$ cat config.mk
export PLATFORM = sky130hd
export DESIGN_NAME = frame_buffer_writer_flat
export DESIGN_NICKNAME = d
export VERILOG_FILES = /design/src/rtl/vga_pkg.sv /design/src/rtl/frame_buffer_writer_if.sv /design/src/rtl/raster_counter.sv /design/src/rtl/frame_buffer_writer.sv /design/src/flat_wrapper.sv
export SDC_FILE = /design/constraint.sdc
export NUM_CORES = 1
export LEC_CHECK = 0
export BUFFER_PORTS_ARGS = -buffer_cell sky130_fd_sc_hd__clkbuf_2
export CORE_MARGIN = 2
export CORE_UTILIZATION = 45
export DETAILED_ROUTE_END_ITERATION = 10
export PLACE_DENSITY = 0.68
export SETUP_SLACK_MARGIN = 0.2
export SYNTH_ARGS = -nofsm -noshare
export SYNTH_HDL_FRONTEND = slang
export SYNTH_SLANG_ARGS = --single-unit
$ cat constraint.sdc
create_clock -name clk -period 5.8 [get_ports clk]
set_input_delay 1.16 -clock clk [delete_from_list [all_inputs] [get_ports clk]]
set_output_delay 1.16 -clock clk [all_outputs]
set_load 0.005 [all_outputs]
$ cat src/rtl/vga_pkg.sv
// Constants and types shared by the VGA frame-buffer writer and the display reader.
package vga_pkg;

    localparam int H_ACTIVE_DEF = 640;
    localparam int V_ACTIVE_DEF = 480;
    localparam int FB_DEPTH     = H_ACTIVE_DEF * V_ACTIVE_DEF;
    localparam int FB_ADDR_W    = 19;
    localparam int PIX_W        = 8;
    localparam int XY_W         = 10;

    typedef enum logic [1:0] {
        IDLE,
        WRITE,
        DONE
    } wr_state_t;

endpackage

$ cat src/rtl/frame_buffer_writer_if.sv
// Pixel-stream handshake plus BRAM write port of the frame-buffer writer.
interface frame_buffer_writer_if
    import vga_pkg::*;
#(
    parameter int DATA_W = PIX_W,
    parameter int ADDR_W = FB_ADDR_W
);
    logic              sobelready;
    logic              transmit_valid;
    logic              pix_sof;
    logic [DATA_W-1:0] pix_data;
    logic              pix_ready;
    logic [ADDR_W-1:0] bram_addr;
    logic [DATA_W-1:0] bram_din;
    logic              bram_we;

    modport master (
        output sobelready, transmit_valid, pix_sof, pix_data,
        input  pix_ready, bram_addr, bram_din, bram_we
    );

    modport slave (
        input  sobelready, transmit_valid, pix_sof, pix_data,
        output pix_ready, bram_addr, bram_din, bram_we
    );
endinterface

$ cat src/rtl/raster_counter.sv
// Raster x/y and linear-address counter; clear together with advance lands on pixel (1,0).
module raster_counter
    import vga_pkg::*;
#(
    parameter int H_ACTIVE = H_ACTIVE_DEF,
    parameter int V_ACTIVE = V_ACTIVE_DEF,
    parameter int ADDR_W   = FB_ADDR_W
)(
    input  logic              clk,
    input  logic              rst_n,
    input  logic              clear,
    input  logic              advance,
    output logic [XY_W-1:0]   x,
    output logic [XY_W-1:0]   y,
    output logic [ADDR_W-1:0] addr,
    output logic              last
);
    logic [XY_W-1:0]   x_reg;
    logic [XY_W-1:0]   y_reg;
    logic [ADDR_W-1:0] addr_reg;
    logic              line_end;

    assign line_end = (x_reg == XY_W'(H_ACTIVE - 1));

    always_ff @(posedge clk) begin
        if (!rst_n) begin
            x_reg    <= '0;
            y_reg    <= '0;
            addr_reg <= '0;
        end else if (clear) begin
            x_reg    <= advance ? XY_W'(1) : '0;
            y_reg    <= '0;
            addr_reg <= advance ? ADDR_W'(1) : '0;
        end else if (advance) begin
            if (line_end) begin
                x_reg <= '0;
                y_reg <= y_reg + 1'b1;
            end else begin
                x_reg <= x_reg + 1'b1;
            end
            addr_reg <= addr_reg + 1'b1;
        end
    end

    assign x    = x_reg;
    assign y    = y_reg;
    assign addr = addr_reg;
    assign last = line_end && (y_reg == XY_W'(V_ACTIVE - 1));
endmodule

$ cat src/rtl/frame_buffer_writer.sv
// Writes the Sobel pixel stream into the shared frame buffer at raster order addresses.
// Build option BINARIZE_EN thresholds each pixel to all-ones/zero before writing.
module frame_buffer_writer
    import vga_pkg::*;
#(
    parameter int H_ACTIVE   = H_ACTIVE_DEF,
    parameter int V_ACTIVE   = V_ACTIVE_DEF,
    parameter int ADDR_W     = FB_ADDR_W,
    parameter int DATA_W     = PIX_W,
    parameter int BIN_THRESH = 128
)(
    input  logic                 clk,
    input  logic                 rst_n,
    frame_buffer_writer_if.slave bus,
    output logic                 frame_done,
    output logic                 sync_err,
    output logic                 busy
);
    if (H_ACTIVE * V_ACTIVE > (1 << ADDR_W)) begin : g_addr_check
        $error("frame does not fit in ADDR_W address bits");
    end
    if (BIN_THRESH < 0 || BIN_THRESH >= (1 << DATA_W)) begin : g_thresh_check
        $error("BIN_THRESH outside the pixel range");
    end

    wr_state_t         state_reg;
    logic              pix_ready_reg;
    logic              bram_we_reg;
    logic [ADDR_W-1:0] bram_addr_reg;
    logic [DATA_W-1:0] bram_din_reg;
    logic              frame_done_reg;
    logic              sync_err_reg;
    logic              busy_reg;

    logic [XY_W-1:0]   cnt_x;
    logic [XY_W-1:0]   cnt_y;
    logic [ADDR_W-1:0] cnt_addr;
    logic              cnt_last;

    logic              accept;
    logic              at_origin;
    logic              start;
    logic              resync;
    logic              step;
    logic              finish;
    logic              write_now;
    logic              cnt_clear;
    logic              cnt_adv;
    logic [ADDR_W-1:0] write_addr;
    logic [DATA_W-1:0] din_val;

    assign accept    = bus.transmit_valid && pix_ready_reg;
    assign at_origin = (cnt_x == '0) && (cnt_y == '0);
    assign start     = (state_reg == IDLE) && accept && bus.pix_sof && bus.sobelready;
    assign resync    = (state_reg == WRITE) && accept && bus.pix_sof && !at_origin;
    assign step      = (state_reg == WRITE) && accept && !resync;
    assign finish    = step && cnt_last;
    assign write_now = start || resync || step;

    // The last pixel clears instead of advancing so the address never runs past the frame.
    assign cnt_clear  = start || resync || finish || (state_reg == DONE);
    assign cnt_adv    = start || resync || (step && !cnt_last);
    assign write_addr = (start || resync) ? '0 : cnt_addr;

`ifdef BINARIZE_EN
    assign din_val = (bus.pix_data >= DATA_W'(BIN_THRESH)) ? {DATA_W{1'b1}} : {DATA_W{1'b0}};
`else
    assign din_val = bus.pix_data;
`endif

    raster_counter #(
        .H_ACTIVE (H_ACTIVE),
        .V_ACTIVE (V_ACTIVE),
        .ADDR_W   (ADDR_W)
    ) u_raster (
        .clk     (clk),
        .rst_n   (rst_n),
        .clear   (cnt_clear),
        .advance (cnt_adv),
        .x       (cnt_x),
        .y       (cnt_y),
        .addr    (cnt_addr),
        .last    (cnt_last)
    );

    always_ff @(posedge clk) begin
        if (!rst_n) begin
            state_reg      <= IDLE;
            pix_ready_reg  <= 1'b0;
            bram_we_reg    <= 1'b0;
            bram_addr_reg  <= '0;
            bram_din_reg   <= '0;
            frame_done_reg <= 1'b0;
            sync_err_reg   <= 1'b0;
            busy_reg       <= 1'b0;
        end else begin
            bram_we_reg    <= write_now;
            sync_err_reg   <= resync;
            frame_done_reg <= (state_reg == DONE);
            if (write_now) begin
                bram_addr_reg <= write_addr;
                bram_din_reg  <= din_val;
            end
            case (state_reg)
                IDLE: begin
                    pix_ready_reg <= 1'b1;
                    if (start) begin
                        state_reg <= WRITE;
                        busy_reg  <= 1'b1;
                    end
                end
                WRITE: begin
                    if (finish) begin
                        state_reg     <= DONE;
                        busy_reg      <= 1'b0;
                        pix_ready_reg <= 1'b0;
                    end
                end
                DONE: begin
                    state_reg     <= IDLE;
                    pix_ready_reg <= 1'b1;
                end
                default: begin
                    state_reg     <= IDLE;
                    busy_reg      <= 1'b0;
                    pix_ready_reg <= 1'b1;
                end
            endcase
        end
    end

    assign bus.pix_ready = pix_ready_reg;
    assign bus.bram_we   = bram_we_reg;
    assign bus.bram_addr = bram_addr_reg;
    assign bus.bram_din  = bram_din_reg;
    assign frame_done    = frame_done_reg;
    assign sync_err      = sync_err_reg;
    assign busy          = busy_reg;
endmodule

$ cat src/flat_wrapper.sv
// flat-port wrapper written by rule: the top's interface ports become plain ports
module frame_buffer_writer_flat import vga_pkg::*;
#(
    parameter int H_ACTIVE   = H_ACTIVE_DEF,
    parameter int V_ACTIVE   = V_ACTIVE_DEF,
    parameter int ADDR_W     = FB_ADDR_W,
    parameter int DATA_W     = PIX_W,
    parameter int BIN_THRESH = 128
)
  (clk, rst_n, frame_done, sync_err, busy, bus_sobelready, bus_transmit_valid, bus_pix_sof, bus_pix_data, bus_pix_ready, bus_bram_addr, bus_bram_din, bus_bram_we);
  frame_buffer_writer_if #(.DATA_W(DATA_W), .ADDR_W(ADDR_W)) bus_i ();
  input  logic clk;
  input  logic rst_n;
  output logic frame_done;
  output logic sync_err;
  output logic busy;
  input wire logic [$bits(bus_i.sobelready)-1:0] bus_sobelready;
  input wire logic [$bits(bus_i.transmit_valid)-1:0] bus_transmit_valid;
  input wire logic [$bits(bus_i.pix_sof)-1:0] bus_pix_sof;
  input wire logic [$bits(bus_i.pix_data)-1:0] bus_pix_data;
  output wire logic [$bits(bus_i.pix_ready)-1:0] bus_pix_ready;
  output wire logic [$bits(bus_i.bram_addr)-1:0] bus_bram_addr;
  output wire logic [$bits(bus_i.bram_din)-1:0] bus_bram_din;
  output wire logic [$bits(bus_i.bram_we)-1:0] bus_bram_we;
  assign bus_i.sobelready = bus_sobelready;
  assign bus_i.transmit_valid = bus_transmit_valid;
  assign bus_i.pix_sof = bus_pix_sof;
  assign bus_i.pix_data = bus_pix_data;
  assign bus_pix_ready = bus_i.pix_ready;
  assign bus_bram_addr = bus_i.bram_addr;
  assign bus_bram_din = bus_i.bram_din;
  assign bus_bram_we = bus_i.bram_we;
  frame_buffer_writer #(.H_ACTIVE(H_ACTIVE), .V_ACTIVE(V_ACTIVE), .ADDR_W(ADDR_W), .DATA_W(DATA_W), .BIN_THRESH(BIN_THRESH)) u_core (.clk(clk), .rst_n(rst_n), .bus(bus_i), .frame_done(frame_done), .sync_err(sync_err), .busy(busy));
endmodule
==> key figures <==
Synth
  – Syn Inst Count: 402
  – Sequential fraction of the synthesis area: 43.6%
  – Synth Flop Type: dfxtp_1
  – Syn avg cell area: 8.34 um^2
  – Mapped Nets: 420
  – Synthesized area: 3350 um^2
  – Yosys reg bits: 73
  – YS warnings: 0
  – Number of synthesized flops with an enable pin: 0
  – Synth cell types: 54
  – Synth area leaders: dfxtp_1 (44%), a21oi_1 (8.4%), nand2_1 (7.6%)
  – Post-synth top area share: 43.6%
  – FFs w/ async S/R, synth: 0%
  – Leading area contributor after synthesis: dfxtp_1

Worst hold path
  – HP Class: reg -> reg

GRT
  – Vias in the first global route: 2716
  – Total gr overflow: 0
  – Global-route wire length before repair: 12400 um
  – Tot GR Track Use: 18.4%
  – Largest net degree at the start of global routing: 38
  – Number of antenna violations at the first check in global routing: 0

Finish
  – Filler cells: 727
  – Finished Layout Cells: 545
  – Layout cells sized above 1: 17.3%
  – Final net count: 459
  – Fin area: 3800 um^2
  – Ant. Diodes: 0
  – Core Util, Final: 52.7%
  – Synth-to-Final Area Change: 13.5%

Die
  – Row count: 31
  – CORE AREA: 7210 um^2
  – Die W: 90.3 um
  – Chip height: 90.3 um
  – Die area: 8150 um^2
  – Initial core utilization: 46.4%
  – I/O Pins: 45

STA
  – Min Hold Slack: 455 ps
  – RSZ-0062 raised after global routing: false
  – Hold Fails Final Rpt: 0
  – Final slew viol count: 0
  – Post-route setup slack: 2420 ps
  – Slew of the pin with the lowest slew margin: 1160 ps
  – Slew HR: 22.7%
  – Setup Skew: 9.07 ps
  – Post-layout min period: 3380 ps
  – Setup TNS: 0 ps
  – Post-route clock period utilization: 58.2%
  – Peak Freq: 296 MHz
  – Final setup fails: 0

Clocking
  – Htree depth: 3
  – Worst-Skew Late Latency: 350 ps
  – Post-CTS Hold Buffers: 0
  – Post_cts resized: 0
  – CTS Buf Count: 9
  – Clk sink count: 73
  – Clock Tree Root: clkbuf_8
  – Clk buf depth: 2
  – CTS tree: done
  – Setup Fix Bufs, Post-CTS: 0
  – Clk pin slew, worst setup/hold paths: 80 ps

Worst setup path
  – Crit path DAT: 3570 ps
  – CP required: 6000 ps
  – Crit-path cells: clkbuf_2 > and4b_1 > a21oi_1 > or4_1 > xnor2_1 > nor2b_1
  – Critical path class: in -> reg
  – Critical Path Source Type: input port
  – Max FO, Critical Path: 30
  – CP max-delay cell: and4b_1
  – Endpoint type of the worst setup path: flip-flop
  – Buf/Inv on CP: 1
  – Slowest cell delay on critical path: 970 ps
  – Crit path max-delay family: simple AND/OR/NAND/NOR gates

Run
  – Number of max-cap violations: 0

Placed design
  – Setup WS pre-CTS: 2040 ps
  – GPL Wtd Cong: 0.831
  – Post-DP HPWL: 5010 um
  – Cells after DPL: 529
  – Placed inst area: 3600 um^2
  – PortBufs: 44

Pwr
  – Sw frac: 23.3%
  – Leakage power: 1.30 nW
  – Worst vdd ir: 0.161 mV
  – Internal power: 0.725 mW
  – Clock share of power: 43.0%
  – Total power: 0.946 mW
  – Power Dens Cells: 249 nW/um^2
  – Sequential Power Share: 53.6%
  – NetSw: 0.221 mW
  – Logic pwr share: 3.4%

Route
  – Vias post-DR: 3008
  – Final wirelength: 7340 um
  – M1 WL: 3400 um
  – Drt pass-1 iters: 4
  – Met2 routed WL: 3490 um
  – ANT nets after route: 0
  – Drt initial violations: 147
  – Met3 WL: 366 um
  – Drt wl/cell: 13.5 um
  – Top Metal Used: met4
  – DRC violations left: 0
  – Post-DR vias/cell: 5.52

Run status
  – Status: finished, final reports clean
==> worst paths after layout <==
| check | slack (ps) | depth (start not counted) | to | startpoint |
|---|---|---|---|---|
| worst max-delay path | 2420 | 6 | u_core.u_raster.y[9]$_SDFFE_PP0P_ | bus_transmit_valid |
| worst min-delay path | 450 | 2 | u_core.bus.bram_addr[17]$_SDFFE_PN0P_ | u_core.bus.bram_addr[17]$_SDFFE_PN0P_ |
| worst max register to register | 2840 | 5 | u_core.u_raster.y[9]$_SDFFE_PP0P_ | u_core.state_reg[0]$_SDFFE_PN0P_ |
| worst min register to register | 450 | 2 | u_core.bus.bram_addr[17]$_SDFFE_PN0P_ | u_core.bus.bram_addr[17]$_SDFFE_PN0P_ |
==> metal layers <==
layer,vias up,GRT usage (%)
li1,1542,-
met1,1386,23.2
met2,69,30.5
met3,11,5.34
met4,0,5.51
met5,-,0
==> cell usage in the layout, fill, tap and decap left out, types with 2 or more instances in the layout <==
cell type,n
o21ai_0,14
nor2b_1,4
xnor2_1,7
nor4_1,3
nor4b_1,3
a21oi_2,3
or3_1,10
a211oi_1,4
xor2_1,2
nand4_1,6
clkinvlp_4,3
inv_1,9
and3_1,4
o211ai_1,2
nor3_1,6
nor2_1,25
a41oi_1,2
and4_1,3
o31ai_1,10
o21ai_1,2
nand2_1,68
clkbuf_2,44
or4_1,10
ha_1,5
nand3b_1,3
nand3_1,23
clkbuf_8,10
a21oi_1,56
a31oi_1,3
dfxtp_1,73
or4_4,2
==> power by group through the flow <==
| stage | clock, mW | sequential, mW | combinational (mW) |
|---|---|---|---|
| 4_1_cts | 0.417 | 0.507 | 0.0322 |
| 5_1_grt | 0.434 | 0.507 | 0.0357 |
| 6_report | 0.407 | 0.507 | 0.0318 |
| 3_3_place_gp | 0 | 0.519 | 0.0318 |
| 2_1_floorplan | 0 | 0.518 | 0.0226 |
| 3_5_place_dp | 0 | 0.519 | 0.0321 |
==> synth_stat cells, drive strengths merged, types with 3 or more instances <==
library cell,number
dfxtp,73
nand2,68
a21oi,59
nor2,25
nand3,24
o21ai,17
clkbuf,12
or4,12
o31ai,10
or3,10
inv,9
xnor2,7
nand4,6
nor3,6
a211oi,5
and3,5
buf,5
ha,5
and4,4
nor2b,4
nor4,4
a31oi,3
nand3b,3
nor4b,3
==> worst min-delay path, cell delays in order (launching register included) <==
cell and delay [ps]:
dfxtp_1 310, nand2_1 50, a21oi_1 50
==> area by class of cell <==
type | count | area [um^2] | share of cell area (%)
timing repair buffer | 45 | 228 | 5.99
inverter | 9 | 33.8 | 0.888
multi-input combinational | 303 | 1750 | 46.1
tap | 99 | 124 | 3.26
clock buffer | 10 | 138 | 3.62
sequential | 73 | 1460 | 38.4
clock inverter | 6 | 66.3 | 1.74
==> logic make-up after synthesis <==
kind of cell,after synthesis,synth area share (%)
buf+inv,26,4.07
simple gates,180,28.1
flops,73,43.6
mux,1,0.299
fa+ha+maj,5,1.87
compound gates,108,19.7
xor+xnor,9,2.35
Power figures use the tool's default switching activity.
